[src/rtl/mil_rt_rx_msg.sv]
// MIL-STD-1553 RT receive-message assembler: validates command words, buffers data words
// and commits whole messages atomically. Optional broadcast support: MIL_RT_BCAST_EN.
module mil_rt_rx_msg #(
   parameter int DEPTH_LOG2 = 6,
   parameter int GAP_TO     = 1200
) (
   input  logic                clk,
   input  logic                rst,
   input  logic [4:0]          rt_addr,
   input  logic                rx_stb,
   input  logic [15:0]         rx_dat,
   input  logic                rx_cw,
   input  logic                rx_ok,
   output logic                msg_done,
   output logic                msg_err,
   output logic [2:0]          err_code,
   output logic [4:0]          cmd_sa,
   output logic [5:0]          cmd_wc,
   output logic                tx_req,
   output logic                mode_stb,
`ifdef MIL_RT_BCAST_EN
   output logic                bcast,
`endif
   input  logic                rd_en,
   output logic [15:0]         rd_dat,
   output logic                rd_empty,
   output logic [DEPTH_LOG2:0] rd_count,
   output logic                dbg_state
);
   localparam int PW    = DEPTH_LOG2 + 1;
   localparam int DEPTH = 1 << DEPTH_LOG2;
   localparam int GW    = $clog2(GAP_TO + 1);

   typedef enum logic {S_IDLE = 1'b0, S_RX_DW = 1'b1} state_t;

   state_t        r_state;
   logic [15:0]   r_mem [DEPTH];
   logic [PW-1:0] r_wr_ptr;
   logic [PW-1:0] r_rd_ptr;
   logic [PW-1:0] r_commit_ptr;
   logic [5:0]    r_cnt;
   logic [GW-1:0] r_gap;
   logic          r_msg_done;
   logic          r_msg_err;
   logic          r_tx_req;
   logic          r_mode_stb;
   logic [2:0]    r_err_code;
   logic [4:0]    r_cmd_sa;
   logic [5:0]    r_cmd_wc;

   logic          w_cmd, w_own, w_bc, w_match, w_mode_cmd, w_tx_cmd, w_start;
   logic          w_in_rx, w_dw, w_full, w_wr, w_commit, w_gap_exp, w_abort, w_pop;
   logic [2:0]    w_code;
   logic [4:0]    w_sa;
   logic [5:0]    w_wc;
   logic [PW-1:0] w_fill;
   logic [PW-1:0] w_rd_count;

   // Command word decode; a WC field of 0 means 32 words.
   assign w_cmd      = rx_stb & rx_cw;
   assign w_sa       = rx_dat[9:5];
   assign w_wc       = {rx_dat[4:0] == 5'd0, rx_dat[4:0]};
   assign w_own      = rx_dat[15:11] == rt_addr;
`ifdef MIL_RT_BCAST_EN
   assign w_bc       = rx_dat[15:11] == 5'd31;
`else
   assign w_bc       = 1'b0;
`endif
   assign w_match    = w_cmd & rx_ok & (w_own | w_bc);
   assign w_mode_cmd = w_match & ((w_sa == 5'd0) | (w_sa == 5'd31));
   assign w_tx_cmd   = w_match & ~w_mode_cmd & rx_dat[10];
   assign w_start    = w_match & ~w_mode_cmd & ~rx_dat[10];

   // Fullness counts uncommitted words, so it is measured from the write pointer.
   assign w_in_rx    = r_state == S_RX_DW;
   assign w_dw       = w_in_rx & rx_stb & ~rx_cw;
   assign w_fill     = r_wr_ptr - r_rd_ptr;
   assign w_full     = w_fill == PW'(DEPTH);
   assign w_wr       = w_dw & rx_ok & ~w_full;
   assign w_commit   = w_wr & ((r_cnt + 6'd1) == r_cmd_wc);
   assign w_gap_exp  = w_in_rx & ~rx_stb & (r_gap == GW'(GAP_TO - 1));
   assign w_abort    = (w_in_rx & w_cmd) | (w_dw & ~w_wr) | w_gap_exp;

   always_comb begin
      w_code = 3'd0;
      if (w_in_rx & w_cmd)
         w_code = 3'd2;
      else if (w_dw & ~rx_ok)
         w_code = 3'd1;
      else if (w_dw & w_full)
         w_code = 3'd4;
      else if (w_gap_exp)
         w_code = 3'd3;
   end

   assign w_rd_count = r_commit_ptr - r_rd_ptr;
   assign w_pop      = rd_en & (w_rd_count != '0);

   always_ff @(posedge clk or posedge rst) begin
      if (rst) begin
         r_state      <= S_IDLE;
         r_wr_ptr     <= '0;
         r_rd_ptr     <= '0;
         r_commit_ptr <= '0;
         r_cnt        <= '0;
         r_gap        <= '0;
         r_msg_done   <= 1'b0;
         r_msg_err    <= 1'b0;
         r_tx_req     <= 1'b0;
         r_mode_stb   <= 1'b0;
         r_err_code   <= 3'd0;
         r_cmd_sa     <= 5'd0;
         r_cmd_wc     <= 6'd0;
      end else begin
         r_msg_done <= w_commit;
         r_msg_err  <= w_abort;
         r_tx_req   <= w_tx_cmd & ~w_bc;
         r_mode_stb <= w_mode_cmd;
         if (w_pop)
            r_rd_ptr <= r_rd_ptr + 1'b1;
         if (w_abort) begin
            r_err_code <= w_code;
            r_wr_ptr   <= r_commit_ptr;
         end
         case (r_state)
            S_IDLE: ;
            S_RX_DW: begin
               if (w_wr) begin
                  r_wr_ptr <= r_wr_ptr + 1'b1;
                  r_cnt    <= r_cnt + 6'd1;
                  r_gap    <= '0;
                  if (w_commit) begin
                     r_commit_ptr <= r_wr_ptr + 1'b1;
                     r_state      <= S_IDLE;
                  end
               end else if (w_abort) begin
                  r_state <= S_IDLE;
               end else begin
                  r_gap <= r_gap + 1'b1;
               end
            end
            default: r_state <= S_IDLE;
         endcase
         // A fresh receive command wins over an abort raised by the same word.
         if (w_start) begin
            r_cmd_sa <= w_sa;
            r_cmd_wc <= w_wc;
            r_cnt    <= 6'd0;
            r_gap    <= '0;
            r_state  <= S_RX_DW;
         end
      end
   end

   always_ff @(posedge clk) begin
      if (w_wr)
         r_mem[r_wr_ptr[DEPTH_LOG2-1:0]] <= rx_dat;
   end

`ifdef MIL_RT_BCAST_EN
   logic r_msg_bc;
   logic r_bcast;

   always_ff @(posedge clk or posedge rst) begin
      if (rst) begin
         r_msg_bc <= 1'b0;
         r_bcast  <= 1'b0;
      end else begin
         if (w_start)
            r_msg_bc <= w_bc;
         if (w_commit)
            r_bcast <= r_msg_bc;
      end
   end

   assign bcast = r_bcast;
`endif

   assign msg_done  = r_msg_done;
   assign msg_err   = r_msg_err;
   assign err_code  = r_err_code;
   assign cmd_sa    = r_cmd_sa;
   assign cmd_wc    = r_cmd_wc;
   assign tx_req    = r_tx_req;
   assign mode_stb  = r_mode_stb;
   assign rd_dat    = r_mem[r_rd_ptr[DEPTH_LOG2-1:0]];
   assign rd_count  = w_rd_count;
   assign rd_empty  = w_rd_count == '0;
   assign dbg_state = r_state == S_RX_DW;
endmodule

[config.mk]
export PLATFORM = sky130hd
export DESIGN_NAME = mil_rt_rx_msg
export DESIGN_NICKNAME = d
export VERILOG_FILES = /design/src/rtl/mil_rt_rx_msg.sv
export SDC_FILE = /design/constraint.sdc
export NUM_CORES = 1
export LEC_CHECK = 0
export CAP_MARGIN = 15
export CORE_MARGIN = 2
export CORE_UTILIZATION = 63
export CTS_CLUSTER_SIZE = 25
export DETAILED_ROUTE_END_ITERATION = 8
export DONT_BUFFER_PORTS = 1
export GPL_TIMING_DRIVEN = 0
export PLACE_DENSITY = 0.78
export SLEW_MARGIN = 20
export SYNTH_ARGS = -nofsm -noshare
export SYNTH_HDL_FRONTEND = slang
export SYNTH_SLANG_ARGS = --single-unit
[constraint.sdc]
create_clock -name clk -period 5.3 [get_ports clk]
set_clock_uncertainty 0.2 [all_clocks]
set_input_delay 1.06 -clock clk [delete_from_list [all_inputs] [get_ports clk]]
set_output_delay 1.06 -clock clk [all_outputs]
set_load 0.05 [all_outputs]
==> results.ini <==
[run_status]
status = complete, no violations

[power]
swShare = 0.333
worst_ir_drop_vdd_mv = 0.334
intPower_mw = 16.6
power_density_nw_per_um2 = 512
power_mw = 25.0
switchingPower_mw = 8.32
p_clk_frac = 0.297
pwr-share-comb = 0.321
seqPwrFrac = 0.381
p_leak_nw = 15.7

[synthesis]
synthAdderAreaFrac = 0.00513
syn-instance-count = 2153
syn_nets = 2197
syn_area_sq_um = 42900
async_reset_ff_frac = 0.0527
syn_area_per_cell_sq_um = 19.9
synthMuxAreaShare = 0.154
synth-simple-area-share = 0.0493
synth_top_family_by_area = multiplexers
ys.warnings.count = 0
synth_cell_type_count = 64
synth_compound_area_frac = 0.0235
synth-xor-area-share = 0.00490
synth_edf_count = 1024
synthFlopType = edfxtp_1
yosysSeqAreaShare = 0.750
ys_ff_latch = 1081

[grt]
grt_max_degree = 68
grt_pass1_vias = 23100
grt-ovfl-total = 0
antenna_found_initial = 6
grt_usage = 0.323
grt_pass1_wl_mm = 161

[placed_design]
dp_hpwl_mm = 64.9
place.gp.congestion = 1.09
dp_cells = 3075
place_area_sq_um = 44800
io_buffers = 0

[clocking]
cts_buffers = 102
clkLatencyLatePin_ns = 0.66
clk_pin_slew_ns = 0.06
cts_htree_levels = 3
hold_buffers = 0
numClockSinks = 1081
root_buffer = clkbuf_16
cts_tree = built
clock_path_buffers = 3

[drt]
drc = 0
firstDrtPassIters = 6
wl_mm = 111
ant_nets = 0
drt_iter0_markers = 3276
via_per_inst = 7.07
wl_per_cell_microns = 33.9
vias = 23100

[setup_path]
path_common_cell = buf_2
slowest_delay_ns = 0.54
crit_arrival_ns = 4.00
end_kind = primary output
slowest_stage = dfrtp_1
critPathLaunchType = register
crit_chain = buf_2, clkbuf_4, buf_4, buf_2, mux4_2, nand2_1, nand3_1, a32oi_1, nand2_2
critPathKind = register to primary output
crit_fanout = 10
required_ns = 4.04

[final_layout]
areaGrowthSynthToFinish_pct = 13.7
nets = 2365
fillers = 3647
design_area_sq_um = 48800
stdcell_count = 3271
drive_above_1_share = 0.279

[timing]
finalSetupViolations = 0
period_needed_ns = 5.26
period_share = 0.992
fin_tns_setup_ns = 0
slew_headroom = 0.245
slew_violations = 0
fmax_ghz = 0.190
worst_pin_slew_ns = 1.13
finalHoldViolCount = 0

[die]
die_w_microns = 265
dieHeight_microns = 265
core_area_sq_um = 67300
start_util = 0.638
die-area_sq_um = 70200
num_rows = 95
io_pins = 70

[run]
maxCapViolations = 0

[worst_hold_path]
hp-class = primary input to asynchronous set/reset pin

layer usage:
metal / up-vias / GRT usage / routed length, microns
li1: 9222 / - / -
met1: 11800 / 0.430 / 38500
met2: 1737 / 0.520 / 53700
met3: 310 / 0.0850 / 13500
met4: 6 / 0.129 / 5050
met5: - / 0 / 38
flip-flops by register name, indices dropped and copies added, names as in the netlist, 3 cells and up:
register / cells
cmd_sa: 5
r_cnt: 6
r_wr_ptr: 7
err_code: 3
cmd_wc: 6
r_rd_ptr: 7
r_gap: 11
r_mem: 1024
r_commit_ptr: 7
per-stage QoR:
stage,worst slack [ns],util,hold WS [ns]
2_1_floorplan,0.00993,-,0.291
3_3_place_gp,-1.88,0.654,0.320
3_5_place_dp,-1.64,0.665,0.342
4_1_cts,-0.0640,0.723,0.196
5_1_grt,-0.0199,0.725,0.249
6_report,0.0410,0.725,0.192
final cells by class:
cell class / count / area [sq um] / area share
Sequential cell: 1081 / 32200 / 0.660
Multi-Input combinational cell: 933 / 10700 / 0.219
Clock buffer: 136 / 2800 / 0.0575
Tap cell: 873 / 1090 / 0.0224
Timing Repair Buffer: 68 / 793 / 0.0163
Buffer: 112 / 582 / 0.0119
Clock inverter: 43 / 553 / 0.0113
Inverter: 23 / 93.8 / 0.00192
Antenna cell: 2 / 5.00 / 0.000103
cell usage in the layout, fill, tap and decap left out, drive strengths merged, types with 7 or more instances in the layout:
cell type	instances
edfxtp	1024
mux4	288
clkbuf	207
nand2	202
buf	106
nor2	92
nand3	86
dfrtp	57
a32oi	32
clkinv	27
inv	23
o21ai	18
xor2	17
ha	16
or3	14
bufinv	13
o2111ai	12
a21oi	12
nor2b	10
nand4	10
a31oi	8
xnor2	7
mux2	7
or4	7
power groups by stage:
stage | Clock [mW] | Combinational, mW | Sequential (mW)
floorplan | 0 | 5.11 | 9.64
finish | 7.42 | 8.02 | 9.52
global placement | 0 | 7.23 | 9.66
global route | 7.76 | 8.27 | 9.52
CTS | 7.44 | 7.69 | 9.52
detailed placement | 0 | 7.35 | 9.67
worst max-delay path, delay by kind of cell (launching register included):
family / cells / cell delay (ns)
and+or+nand+nor: 3 / 0.58
AOI/OAI and AO/OA: 1 / 0.40
muxes: 1 / 0.54
DFF: 1 / 0.54
buffers and inverters: 4 / 1.27
path summary, 6_finish.rpt:
kind,depth (start not counted),slack [ns],end,start
max,9,0.04,rd_dat[9],r_rd_ptr[0]
max in group asynchronous,1,4.20,r_rd_ptr[3],rst
min,1,0.19,msg_err,rst
min reg2reg,1,0.35,r_commit_ptr[1],r_commit_ptr[1]
max reg2reg,13,0.17,r_mem[43][8],r_rd_ptr[3]
min in group clk,0,0.29,r_mem[42][13],rx_dat[13]
synthesized netlist by cell type (all sizes together) (14+ instances only):
cell type  instances  area [sq um]
a32oi             32           280
nor2              92           345
ha                16           200
nand2            202           758
edfxtp          1024         30700
or3               14          87.6
dfrtp             57          1430
o21ai             18          90.1
buf               46           229
mux4             288          6490
inv               21          78.8
xor2              17           149
clkbuf            70           263
nand3             86           430
logic make-up after synthesis:
logic type                 after synthesis
buffers and inverters                  139
AOI/OAI and AO/OA                      128
xor gates and xnor gates                24
and+or+nand+nor                        466
adders and majority gates               17
muxes                                  298
DFF                                   1081
what timing repair did:
item,4_1_cts,5_1_grt
buffers inserted,18,1
endpoints found under the setup margin,1046,37
resized for setup,99,20
pin swaps,8,3
No activity file was read; power rests on OpenSTA's default activity.
